### src/rtl/pix_pair_stream_tx_pkg.sv
// Shared definitions for the pixel-pair stream transmitter: FSM states, pair-packing
// field positions and width helpers.
package pix_pair_stream_tx_pkg;

  localparam int unsigned DEF_IMG_PIX_W = 8;
  localparam int unsigned PAIR_FIELDS   = 6;

  // Field index within a packed pair; index 5 occupies the MSBs.
  localparam int unsigned F_R0 = 5;
  localparam int unsigned F_G0 = 4;
  localparam int unsigned F_B0 = 3;
  localparam int unsigned F_R1 = 2;
  localparam int unsigned F_G1 = 1;
  localparam int unsigned F_B1 = 0;

  localparam int unsigned DRAIN_CYCLES = 2;

  typedef enum logic [2:0] {
    ST_IDLE,
    ST_VPRE,
    ST_LINE,
    ST_HGAP,
    ST_DRAIN,
    ST_DONE
  } tx_state_e;

  function automatic int unsigned clog2_min1(input int unsigned v);
    return (v <= 2) ? 1 : $clog2(v);
  endfunction

  function automatic int unsigned max_u(input int unsigned a, input int unsigned b);
    return (a > b) ? a : b;
  endfunction

endpackage

### src/rtl/pix_pair_stream_tx_timing.sv
// Frame timing for the pixel-pair source: FSM plus col/row/blank counters driving the
// memory read strobe/address, VSYNC, busy and the end-of-frame pulse.
module pix_stream_timing
  import pix_pair_stream_tx_pkg::*;
#(
  parameter int unsigned WIDTH  = 64,
  parameter int unsigned HEIGHT = 64,
  parameter int unsigned HBLANK = 4,
  parameter int unsigned VBLANK = 8,
  parameter int unsigned ADDR_W = clog2_min1(WIDTH * HEIGHT / 2)
) (
  input  logic              HCLK,
  input  logic              HRESET,
  input  logic              start,
  output logic              mem_rd_en,
  output logic [ADDR_W-1:0] mem_addr,
  output logic              VSYNC,
  output logic              busy,
  output logic              ctrl_done
);

  localparam int unsigned COL_W   = clog2_min1(WIDTH / 2);
  localparam int unsigned ROW_W   = clog2_min1(HEIGHT);
  localparam int unsigned BLANK_W = clog2_min1(max_u(HBLANK, VBLANK) + 1);

  localparam logic [COL_W-1:0]   COL_LAST   = COL_W'(WIDTH / 2 - 1);
  localparam logic [ROW_W-1:0]   ROW_LAST   = ROW_W'(HEIGHT - 1);
  localparam logic [BLANK_W-1:0] VB_LAST    = BLANK_W'(VBLANK - 1);
  localparam logic [BLANK_W-1:0] HB_LAST    = BLANK_W'(HBLANK - 1);
  localparam logic [BLANK_W-1:0] DRAIN_LAST = BLANK_W'(DRAIN_CYCLES - 1);

  tx_state_e           state_q;
  logic [COL_W-1:0]    col_q;
  logic [ROW_W-1:0]    row_q;
  logic [BLANK_W-1:0]  blank_q;
  logic [ADDR_W-1:0]   addr_q;
  logic                rd_en_q;
  logic                vsync_q;
  logic                busy_q;
  logic                done_q;

  // Address advances on entry to each read except the first of the frame, so it
  // holds the last read address through gaps and after the frame.
  always_ff @(posedge HCLK) begin
    if (HRESET) begin
      state_q <= ST_IDLE;
      col_q   <= '0;
      row_q   <= '0;
      blank_q <= '0;
      addr_q  <= '0;
      rd_en_q <= 1'b0;
      vsync_q <= 1'b0;
      busy_q  <= 1'b0;
      done_q  <= 1'b0;
    end else begin
      done_q <= 1'b0;
      case (state_q)
        ST_IDLE: begin
          if (start) begin
            state_q <= ST_VPRE;
            vsync_q <= 1'b1;
            busy_q  <= 1'b1;
            blank_q <= '0;
            col_q   <= '0;
            row_q   <= '0;
            addr_q  <= '0;
          end
        end
        ST_VPRE: begin
          if (blank_q == VB_LAST) begin
            state_q <= ST_LINE;
            vsync_q <= 1'b0;
            rd_en_q <= 1'b1;
            blank_q <= '0;
          end else begin
            blank_q <= blank_q + BLANK_W'(1);
          end
        end
        ST_LINE: begin
          if (col_q == COL_LAST) begin
            rd_en_q <= 1'b0;
            col_q   <= '0;
            blank_q <= '0;
            state_q <= (row_q == ROW_LAST) ? ST_DRAIN : ST_HGAP;
          end else begin
            col_q  <= col_q + COL_W'(1);
            addr_q <= addr_q + ADDR_W'(1);
          end
        end
        ST_HGAP: begin
          if (blank_q == HB_LAST) begin
            state_q <= ST_LINE;
            rd_en_q <= 1'b1;
            row_q   <= row_q + ROW_W'(1);
            addr_q  <= addr_q + ADDR_W'(1);
            blank_q <= '0;
          end else begin
            blank_q <= blank_q + BLANK_W'(1);
          end
        end
        ST_DRAIN: begin
          if (blank_q == DRAIN_LAST) begin
            state_q <= ST_DONE;
            done_q  <= 1'b1;
            blank_q <= '0;
          end else begin
            blank_q <= blank_q + BLANK_W'(1);
          end
        end
        ST_DONE: begin
          state_q <= ST_IDLE;
          busy_q  <= 1'b0;
        end
        default: state_q <= ST_IDLE;
      endcase
    end
  end

  assign mem_rd_en = rd_en_q;
  assign mem_addr  = addr_q;
  assign VSYNC     = vsync_q;
  assign busy      = busy_q;
  assign ctrl_done = done_q;

endmodule

### src/rtl/pix_pair_stream_tx.sv
// Pixel-pair stream source: frame timing plus the two-stage read pipeline that turns
// frame-memory pairs into HSYNC-qualified DATA_* components.
module pix_pair_stream_tx
  import pix_pair_stream_tx_pkg::*;
#(
  parameter int unsigned IMG_PIX_W = DEF_IMG_PIX_W,
  parameter int unsigned WIDTH     = 64,
  parameter int unsigned HEIGHT    = 64,
  parameter int unsigned HBLANK    = 4,
  parameter int unsigned VBLANK    = 8,
  parameter int unsigned ADDR_W    = clog2_min1(WIDTH * HEIGHT / 2)
) (
  input  logic                               HCLK,
  input  logic                               HRESET,
  input  logic                               start,
  output logic                               mem_rd_en,
  output logic [ADDR_W-1:0]                  mem_addr,
  input  logic [PAIR_FIELDS*IMG_PIX_W-1:0]   mem_rdata,
  output logic                               VSYNC,
  output logic                               HSYNC,
  output logic [IMG_PIX_W-1:0]               DATA_R0,
  output logic [IMG_PIX_W-1:0]               DATA_G0,
  output logic [IMG_PIX_W-1:0]               DATA_B0,
  output logic [IMG_PIX_W-1:0]               DATA_R1,
  output logic [IMG_PIX_W-1:0]               DATA_G1,
  output logic [IMG_PIX_W-1:0]               DATA_B1,
  output logic                               busy,
  output logic                               ctrl_done
);

  logic                                       rd_en_d1_q;
  logic                                       hsync_q;
  logic [PAIR_FIELDS-1:0][IMG_PIX_W-1:0]      data_q;

  pix_stream_timing #(
    .WIDTH  (WIDTH),
    .HEIGHT (HEIGHT),
    .HBLANK (HBLANK),
    .VBLANK (VBLANK),
    .ADDR_W (ADDR_W)
  ) u_timing (
    .HCLK      (HCLK),
    .HRESET    (HRESET),
    .start     (start),
    .mem_rd_en (mem_rd_en),
    .mem_addr  (mem_addr),
    .VSYNC     (VSYNC),
    .busy      (busy),
    .ctrl_done (ctrl_done)
  );

  // Stage 1 tracks the memory latency; stage 2 captures the returned pair.
  always_ff @(posedge HCLK) begin
    if (HRESET) begin
      rd_en_d1_q <= 1'b0;
      hsync_q    <= 1'b0;
      data_q     <= '0;
    end else begin
      rd_en_d1_q <= mem_rd_en;
      hsync_q    <= rd_en_d1_q;
      if (rd_en_d1_q) begin
        data_q <= mem_rdata;
      end
    end
  end

  assign HSYNC   = hsync_q;
  assign DATA_R0 = data_q[F_R0];
  assign DATA_G0 = data_q[F_G0];
  assign DATA_B0 = data_q[F_B0];
  assign DATA_R1 = data_q[F_R1];
  assign DATA_G1 = data_q[F_G1];
  assign DATA_B1 = data_q[F_B1];

endmodule

### config.mk
export PLATFORM = sky130hd
export DESIGN_NAME = pix_pair_stream_tx
export DESIGN_NICKNAME = d
export VERILOG_FILES = /design/src/rtl/pix_pair_stream_tx_pkg.sv /design/src/rtl/pix_pair_stream_tx_timing.sv /design/src/rtl/pix_pair_stream_tx.sv
export SDC_FILE = /design/constraint.sdc
export NUM_CORES = 1
export LEC_CHECK = 0
export CAP_MARGIN = 20
export CELL_PAD_IN_SITES_DETAIL_PLACEMENT = 0
export CELL_PAD_IN_SITES_GLOBAL_PLACEMENT = 1
export CORE_UTILIZATION = 29
export DETAILED_ROUTE_END_ITERATION = 6
export HOLD_SLACK_MARGIN = 0.15
export PLACE_DENSITY = 0.76
export SLEW_MARGIN = 15
export SYNTH_ARGS = -nofsm -noshare
export SYNTH_HDL_FRONTEND = slang
export SYNTH_HIERARCHICAL = 1
export SYNTH_SLANG_ARGS = --single-unit
### constraint.sdc
create_clock -name HCLK -period 2.9 [get_ports HCLK]
set_input_delay 0.435 -clock HCLK [delete_from_list [all_inputs] [get_ports HCLK]]
set_output_delay 0.435 -clock HCLK [all_outputs]
set_load 0.005 [all_outputs]
; After elaboration in Yosys (flattened, before gate mapping)
; Index checks and enable logic that the tools add are counted.
[op_classes]
shift = 0
bitwise_logic = 1
div_mod_pow = 0
reduce_logical = 17
muxes = 32
addsub = 4
mul = 0
eq_ne = 16
order_cmp = 0
[op_table]
columns = op, count
row1 = 2-to-1 mux 11 bit, 3
row2 = one-hot mux 11 bit (3 select lines), 1
row3 = 2-to-1 mux 4 bit, 5
row4 = one-hot mux 4 bit (5 select lines), 1
row5 = 2-to-1 mux 3 bit, 6
row6 = one-hot mux 3 bit (5 select lines), 1
row7 = 2-to-1 mux 6 bit, 2
row8 = one-hot mux 6 bit (2 select lines), 1
row9 = "adder 11 x 1 -> 11 bit, second input constant", 1
row10 = 2-to-1 mux 5 bit, 2
row11 = one-hot mux 5 bit (2 select lines), 1
row12 = AND reduction 3 bit, 3
row13 = "inequality test 2 x 1 -> 1 bit, second input constant", 4
row14 = AND reduction 4 bit, 2
row15 = nonzero test 2 bit, 4
row16 = "adder 6 x 1 -> 6 bit, second input constant", 1
row17 = "== test 3 x 2 -> 1 bit, second input constant", 2
row18 = "== test 3 bit, second input constant", 2
row19 = "== test 6 bit, second input constant", 1
row20 = 2-to-1 mux 1 bit, 6
row21 = nonzero test 3 bit, 2
row22 = "adder 5 x 1 -> 5 bit, second input constant", 1
row23 = "== test 5 bit, second input constant", 1
row24 = AND reduction 5 bit, 1
row25 = 13 further kinds, 16
[word_totals]
ramBits = 0
latch_bits = 0
output_inout_bits = 64
word_cells = 87
in_bits = 51
mem_bits_ro = 0
memories = 0
regBits = 83

; Logic depth before layout (Yosys ltp)
; Gate-level depths: netlist (run 1).
[logic_depth]
depth_word = 4
depth_mapped = 7
ltp_nobuf = 7

; Modules after synthesis
; Netlist (run 1), hierarchy kept.
[modules_own_cells]
columns = mod, cells_each, area_each_um2, seq_area_each_um2, instances
row1 = pix_stream_timing, 224, 1891.8, 660.6, 1
row2 = pix_pair_stream_tx, 160, 1766.7, 1001.0, 1

; Worst setup path after synthesis (run 1)
; Ideal clock, no wire load.
[synth_timing]
path_type = register to register
startpoint = register u_timing.col_q[0]
endpoint = register u_timing.col_q[2]
setup_ps = 70
setup_slack_ps = 866
path_buffers = 0
t_arrival_ps = 1963
required_ps = 2830
period_less_slack_ps = 2034
path_stages_with_launch = 7
cell_sequence = dfxtp_1 ha_1 and3_1 ha_1 or4b_1 or4_1 a21oi_1
[synth_via]
elab_chain_cells = 3
word_cells_on_any_way = 4
classes_between = add/sub: 1 / eq/ne: 1 / mux: 2
[synth_lines]
columns = element, line
row1 = from (decl), pix_pair_stream_tx_timing.sv:33  ; logic [COL_W-1:0] col_q;
row2 = from (signal assigned), pix_pair_stream_tx_timing.sv:86  ; col_q <= col_q + COL_W'(1);
row3 = adder 5 x 1 -> 5 bit / == test 5 bit (equally long branches), "pix_pair_stream_tx_timing.sv:86, pix_pair_stream_tx_timing.sv:80"
row4 = 2-to-1 mux 5 bit (*), pix_pair_stream_tx_timing.sv:80  ; if (col_q == COL_LAST) begin
row5 = one-hot mux 5 bit (2 select lines) (*), pix_pair_stream_tx_timing.sv:57  ; case (state_q)
; Every way passes the cells marked *; elsewhere a longest branch is shown, timed or not.
; A chain may end at the register's enable or synchronous reset.

; Final worst setup path (run 1)
[layout_timing]
startpoint = register u_timing.col_q[0]
endpoint = register u_timing.addr_q[6] (netlist: u_timing/mem_addr[6])
[layout_via]
elab_chain_cells = 3
[layout_lines]
columns = element, line
row1 = == test 5 bit, pix_pair_stream_tx_timing.sv:80
row2 = inequality test 2 bit (no line), -
row3 = AND reduction 4 bit (no line), -
row4 = to (signal assigned), pix_pair_stream_tx_timing.sv:87  ; addr_q <= addr_q + ADDR_W'(1);
row5 = to (signal assigned), pix_pair_stream_tx_timing.sv:95  ; addr_q <= addr_q + ADDR_W'(1);
row6 = to (decl), pix_pair_stream_tx_timing.sv:36  ; logic [ADDR_W-1:0] addr_q;
; No other way between the ends.

==> out/qor.csv, run 1 <==
stage;metric;value;unit
run_status;outcome;completed;
clocking;maximum level of the CTS H-tree;3;
clocking;clk_lat worst skew;0.34;ns
setup_path;crit path DAT;2.56;ns
setup_path;r2r setup slk;0.61;ns
layout;final instance area;0.005209;sq mm
yosys;Async S/R FF share, synth;0;%
clocking;Root Driver;clkbuf_16;
route;final WL;9185;um
die;die area;0.01307;sq mm
route;vias per cell;4.846;
placed_design;RePlAce Congestion;0.7683;
pwr;pwr dens;670.7;mW/mm^2
layout;Ant. Diodes;0;
worst_hold_path;worst min-delay path category;reg2reg;
timing;RSZ-0062 raised after global routing;false;
timing;clock skew;0.005713;ns
layout;most common cell after layout, fill and taps aside;clkdlybuf4s50_1;
run;Max Cap Viol;0;
global_routing;maximum number of pins on one net before global-route repair;50;
global_routing;initial antenna violation count;0;
yosys;Top FF cell, synth;dfxtp_1;
clocking;Max clock buf depth;2;
pwr;leakage power;1.774;nW
route;Post-route DRC;0;
setup_path;Critical Path Start Type;register;
route;top routing layer in use;met4;
route;DR vias;3208;
timing;Slew @ Worst Pin;0.7112;ns
clocking;post-CTS sizing;0;
yosys;Yosys warning count;6;
setup_path;R2R depth;7;
die;IO Pins;115;
route;DRT antenna net count;0;
placed_design;Port-buffer cells;114;
pwr;peak supply drop;206.2;uV
worst_hold_path;WHS Path Cells;2;
die;Die Wd;114.3;um
setup_path;r2r startpoint;u_timing/col_q[0];
die;Initial Util;30.08;%
yosys;Seq/Total Area, Yosys;45.42;%
timing;slew margin rel.;52.49;%
setup_path;reg2reg end;u_timing/mem_addr[6];
placed_design;Area after DPL;0.004880;sq mm
yosys;Netlist cell types;56;
yosys;synthesized instance count;384;
die;CORE AREA;0.01216;sq mm
worst_hold_path;Hold Crit Start;u_timing/row_q[5];
clocking;setup bufs post-CTS;0;
setup_path;crit path capture type;register;
route;met2 WL;3942;um
layout;Area Overhead vs Synth;42.37;%
route;metal3 WL;548;um
timing;fin. max-slew vios;0;
global_routing;first-pass GRT wire length;14990;um
setup_path;Critical Path RT;3.17;ns
yosys;post-synthesis sequential element count;83;
timing;Hold Vio Cnt, Final;0;
timing;setup_tns;0;ns
setup_path;crit path kind;reg2reg;
timing;Tcrit/Tclk final;79.03;%
yosys;syn_area_per_cell;9.527;sq um
route;starting DRC count in detailed routing;161;
placed_design;HPWL after detailed placement;6446;um
yosys;Post-synth EDFFs;0;
die;placement row count;40;
clocking;CTS tree;built;
timing;post-layout min period;2.292;ns
route;Wirelength per Cell;13.87;um
global_routing;number of global-route vias before repair;3019;
clocking;clk slew on worst S/H paths;0.06;ns
clocking;clk sinks;83;
layout;most frequent cells in the layout;113 x clkdlybuf4s50_1, 82 x dfxtp_1, 62 x nor2_1;
route;Pre-antenna DRT Iters;4;
layout;layout cells sized above 1;6.478;%
timing;Max Fclk;436.3;MHz
global_routing;Remaining Overflow, GRT;0;
route;M1 WL;4560;um
clocking;Num CTS Buffers;9;
clocking;# hold bufs at CTS;0;
layout;Final Net Count;546;
yosys;Synthesized Nets;441;
global_routing;Total GRT Usage;14.61;%
yosys;Mapped Area;0.003659;sq mm
die;die height;114.3;um
worst_hold_path;hold path endpoint;u_timing/row_q[5];
timing;final setup vio count;0;
setup_path;CP max FO;8;
==> how the worst max path moves through the flow <==
stage	start	to
after detailed placement	start	u_timing/mem_addr[5]
after global routing	u_timing/col_q[0]	u_timing/mem_addr[9]
after CTS	u_timing/col_q[0]	u_timing/mem_addr[6]
final	u_timing/col_q[0]	u_timing/mem_addr[6]
after global placement	start	u_timing/mem_addr[9]
after floorplan	u_timing/col_q[0]	u_timing/col_q[2]
==> worst max-delay path: stages, from the launching register on <==
cell and delay (ns):
dfxtp_1 0.34, ha_1 0.23, and3_1 0.19, ha_1 0.22, nor2b_1 0.20, o21bai_1 0.23, a2111oi_0 0.58, mux2i_1 0.24
==> area by class of cell <==
| class | count | area [sq um] |
|---|---|---|
| repair buffers | 119 | 1174 |
| inverters | 9 | 33.78 |
| clock inverters | 4 | 72.57 |
| well taps | 168 | 210.2 |
| multi-input cells | 267 | 1799 |
| clock buffers | 12 | 256.5 |
| fillers | 1212 | 6953 |
| flip-flops and latches | 83 | 1663 |
==> synthesized netlist by cell type (all sizes together), types with 2 or more instances <==
master / instances / share of area (%)
and4: 2 / 0.48
a31oi: 2 / 0.34
and3: 4 / 0.68
nor2b: 6 / 1.0
ha: 6 / 2.1
a22oi: 3 / 0.75
dfxtp: 83 / 45
or3: 7 / 1.2
nor4: 2 / 0.34
nor3b: 4 / 0.82
inv: 9 / 0.92
mux2i: 53 / 15
nand2: 14 / 1.5
nor3: 2 / 0.41
buf: 15 / 3.5
nor2: 62 / 6.4
a21oi: 22 / 3.0
o31ai: 6 / 1.2
o22ai: 3 / 0.51
nand4: 3 / 0.51
a2111oi: 3 / 0.72
a2111o: 5 / 1.5
clkbuf: 10 / 1.0
nand3: 11 / 1.5
nand2b: 6 / 1.0
or2: 2 / 0.34
o21ai: 9 / 1.2
o41ai: 5 / 1.2
or4: 7 / 1.4
==> state kept, by name (all words and copies together), names as in the netlist, 3 cells and up <==
name	count
DATA_G0	8
DATA_R0	8
u_timing/blank_q	4
DATA_G1	8
DATA_B0	8
u_timing/state_q	3
u_timing/mem_addr	11
DATA_R1	8
u_timing/col_q	5
u_timing/row_q	6
DATA_B1	8
==> layer usage <==
layer  up-vias  GRT usage (%)
met2       101          22.99
met4         0          5.455
met5         -              0
met1      1511          19.06
met3        11          4.023
li1       1585              -
==> logic make-up after synthesis <==
family	count (synthesis)	synth area share, %
and+or+nand+nor	139	19.53
buffers and inverters	34	5.404
adders and majority gates	6	2.052
xor gates and xnor gates	1	0.2394
DFF	83	45.42
muxes	53	14.50
AOI/OAI and AO/OA	68	12.86
==> power breakdown <==
part / total, W / switching (W) / leakage [nW] / internal [W]
clock: 0.00126 / 0.000458 / 0.159 / 0.000800
sequential: 0.00140 / 0.000143 / 0.673 / 0.00125
combinational: 0.000840 / 0.000389 / 0.942 / 0.000451
total: 0.00349 / 0.000989 / 1.77 / 0.00250
==> stage by stage <==
stage | utilization, % | power (W) | hold slack [ns] | instances | setup slack [ns]
2_1_floorplan | - | 0.001937 | 0.4473 | 384 | 0.8665
3_3_place_gp | 40.12 | 0.002245 | 0.4554 | 646 | 0.5091
3_5_place_dp | 40.12 | 0.002261 | 0.4679 | 646 | 0.4884
4_1_cts | 42.83 | 0.003538 | 0.4766 | 662 | 0.5974
5_1_grt | 42.83 | 0.003697 | 0.4992 | 662 | 0.4294
6_report | 42.83 | 0.003494 | 0.4770 | 662 | 0.6082
No activity file was read; power rests on OpenSTA's default activity.
==> run 2, diff against run 1 <==
Clock period 2.9 ns to 2.31 ns, I/O delays scaled along.
==> out/qor.csv, run 2 (same netlist as run 1, synthesis figures left out) <==
stage;metric;value;unit;change
pwr;leakage power;1.792;nW;+1.0%
timing;setup_tns;0;ns;unchanged
pwr;switching power;0.001275;W;+29%
clocking;clk slew on worst S/H paths;0.06;ns;about the same
global_routing;Total GRT Usage;14.30;%;-0.31 points
global_routing;maximum number of pins on one net before global-route repair;52;;+4.0%
setup_path;Critical Path RT;2.58;ns;-0.59 ns
route;vias per cell;4.859;;+0.26%
layout;Ant. Diodes;0;;unchanged
route;Pre-antenna DRT Iters;5;;+1
setup_path;reg2reg end;u_timing/col_q[2];;
layout;fill cell count;1219;;+0.58%
worst_hold_path;Hold Crit Start;HRESET;;
setup_path;r2r setup slk;0.13;ns;-0.48 ns
clocking;Root Driver;clkbuf_16;;
global_routing;initial antenna violation count;0;;unchanged
die;Die Wd;114.3;um;unchanged
pwr;sequential share of power;38.7;%;-1.3 points
route;DRT antenna net count;0;;unchanged
global_routing;first-pass GRT wire length;14660;um;-2.2%
setup_path;R2R depth;6;;-1
layout;Area Overhead vs Synth;43.71;%;
pwr;clock network power share;35.5;%;-0.5 points
timing;final setup vio count;0;;unchanged
die;placement row count;40;;unchanged
worst_hold_path;worst min-delay path category;in2reg;;
worst_hold_path;WHS Path Cells;2;;unchanged
clocking;Max clock buf depth;2;;unchanged
worst_hold_path;hold path endpoint;u_timing/busy;;
pwr;pwr dens;840.2;mW/mm^2;+25%
timing;clock skew;0.007248;ns;+0.001535 ns
run_status;outcome;completed;;
timing;RSZ-0062 raised after global routing;false;;
clocking;maximum level of the CTS H-tree;3;;unchanged
die;CORE AREA;0.01216;sq mm;unchanged
layout;Final Util;43.23;%;+0.40 points
placed_design;Port-buffer cells;114;;unchanged
clocking;setup bufs post-CTS;0;;unchanged
pwr;Int Pwr;0.003142;W;+25%
die;IO Pins;115;;unchanged
setup_path;CP max FO;5;;-3
setup_path;r2r startpoint;u_timing/col_q[0];;
timing;Hold Vio Cnt, Final;0;;unchanged
route;DR vias;3231;;+0.72%
setup_path;crit path kind;reg2reg;;
timing;post-layout min period;2.183;ns;-0.1087 ns
setup_path;crit path capture type;register;;
route;Wirelength per Cell;13.78;um;-0.67%
route;final WL;9165;um;-0.22%
layout;most frequent cells in the layout;113 x clkdlybuf4s50_1, 82 x dfxtp_1, 62 x nor2_1;;
clocking;clk sinks;83;;unchanged
timing;fin. max-slew vios;0;;unchanged
clocking;post-CTS sizing;0;;unchanged
timing;Slew @ Worst Pin;0.7104;ns;-0.0007886 ns
clocking;Num CTS Buffers;9;;unchanged
route;starting DRC count in detailed routing;237;;+47%
pwr;switch share;28.86;%;+0.54 points
setup_path;crit path DAT;2.46;ns;-0.10 ns
pwr;peak supply drop;382.5;uV;+86%
layout;layout cells sized above 1;7.243;%;+0.77 points
clocking;# hold bufs at CTS;0;;unchanged
placed_design;RePlAce Congestion;0.7825;;+1.8%
placed_design;HPWL after detailed placement;6510;um;+1.0%
global_routing;number of global-route vias before repair;2999;;-0.66%
pwr;Combinational Power Share;25.8;%;+1.8 points
layout;max FFs per register;11;;unchanged
timing;Tcrit/Tclk final;94.51;%;+15 points
run;Max Cap Viol;0;;unchanged
clocking;clk_lat worst skew;0.34;ns;about the same
die;Initial Util;30.08;%;unchanged
layout;most common cell after layout, fill and taps aside;clkdlybuf4s50_1;;
timing;Max Fclk;458.1;MHz;+5.0%
route;Post-route DRC;0;;unchanged
setup_path;Critical Path Start Type;register;;
timing;slew margin rel.;52.54;%;+0.053 points
layout;Final Net Count;549;;+0.55%
global_routing;Remaining Overflow, GRT;0;;unchanged
clocking;CTS tree;built;;
die;die area;0.01307;sq mm;unchanged
die;die height;114.3;um;unchanged
-- run 2: cell count changes in the layout (fill, tap and decap cells not counted), sizes merged --
cell,before,now
clkinvlp,1,2
clkinv,1,2
clkbuf,12,10
buf,6,9
-- run 2: how the worst max path moves through the flow --
stage | from | slack, ns | to | depth (start not counted)
final | u_timing/col_q[0] | 0.13 | u_timing/col_q[2] | 6
after global routing | u_timing/col_q[0] | 0.005 | u_timing/mem_addr[9] | 7
after CTS | u_timing/col_q[0] | 0.12 | u_timing/mem_addr[9] | 7
after detailed placement | u_timing/col_q[0] | 0.15 | u_timing/mem_addr[9] | 7
after global placement | u_timing/col_q[0] | 0.20 | u_timing/col_q[2] | 6
after floorplan | u_timing/col_q[0] | 0.28 | u_timing/col_q[2] | 6
-- run 2: critical path, cell delays in order, from the launching register on --
cell	delay, ns
dfxtp_1	0.33
ha_1	0.23
and3_1	0.19
ha_1	0.22
or4b_1	0.57
or4_1	0.43
a21oi_1	0.14
-- run 2: cell type report --
class	instances	area (sq um)	share of cell area (%)
clock buffers	10	239.0	4.545
repair buffers	122	1221	23.23
flip-flops and latches	83	1663	31.63
multi-input cells	267	1802	34.27
inverters	9	33.78	0.6426
well taps	168	210.2	3.998
clock inverters	6	88.84	1.690
-- run 2: layer usage --
layer	GRT usage (%)	up-vias	routed length, um
met5	0	-	0
met4	6.667	0	169
met3	3.388	12	589
met2	22.42	113	3858
met1	18.54	1500	4548
li1	-	1606	-
-- run 2: per-stage QoR --
stage	setup WS, ns	hold slack [ns]	instances	cell area [sq um]	total power, W
CTS	0.1206	0.4710	665	5255	0.004466
global route	0.005137	0.4970	665	5258	0.004667
floorplan	0.2765	0.4473	384	3659	0.002432
finish	0.1269	0.4706	665	5258	0.004417
global placement	0.2021	0.4603	649	4927	0.002858
detailed placement	0.1497	0.4707	649	4927	0.002879
-- run 2: power groups by stage --
stage / logic [W] / clock network, W / registers, W
floorplan: 0.000738 / 0 / 0.00169
global route: 0.00125 / 0.00168 / 0.00173
detailed placement: 0.00114 / 0 / 0.00174
finish: 0.00114 / 0.00157 / 0.00171
global placement: 0.00112 / 0 / 0.00174
CTS: 0.00114 / 0.00162 / 0.00171
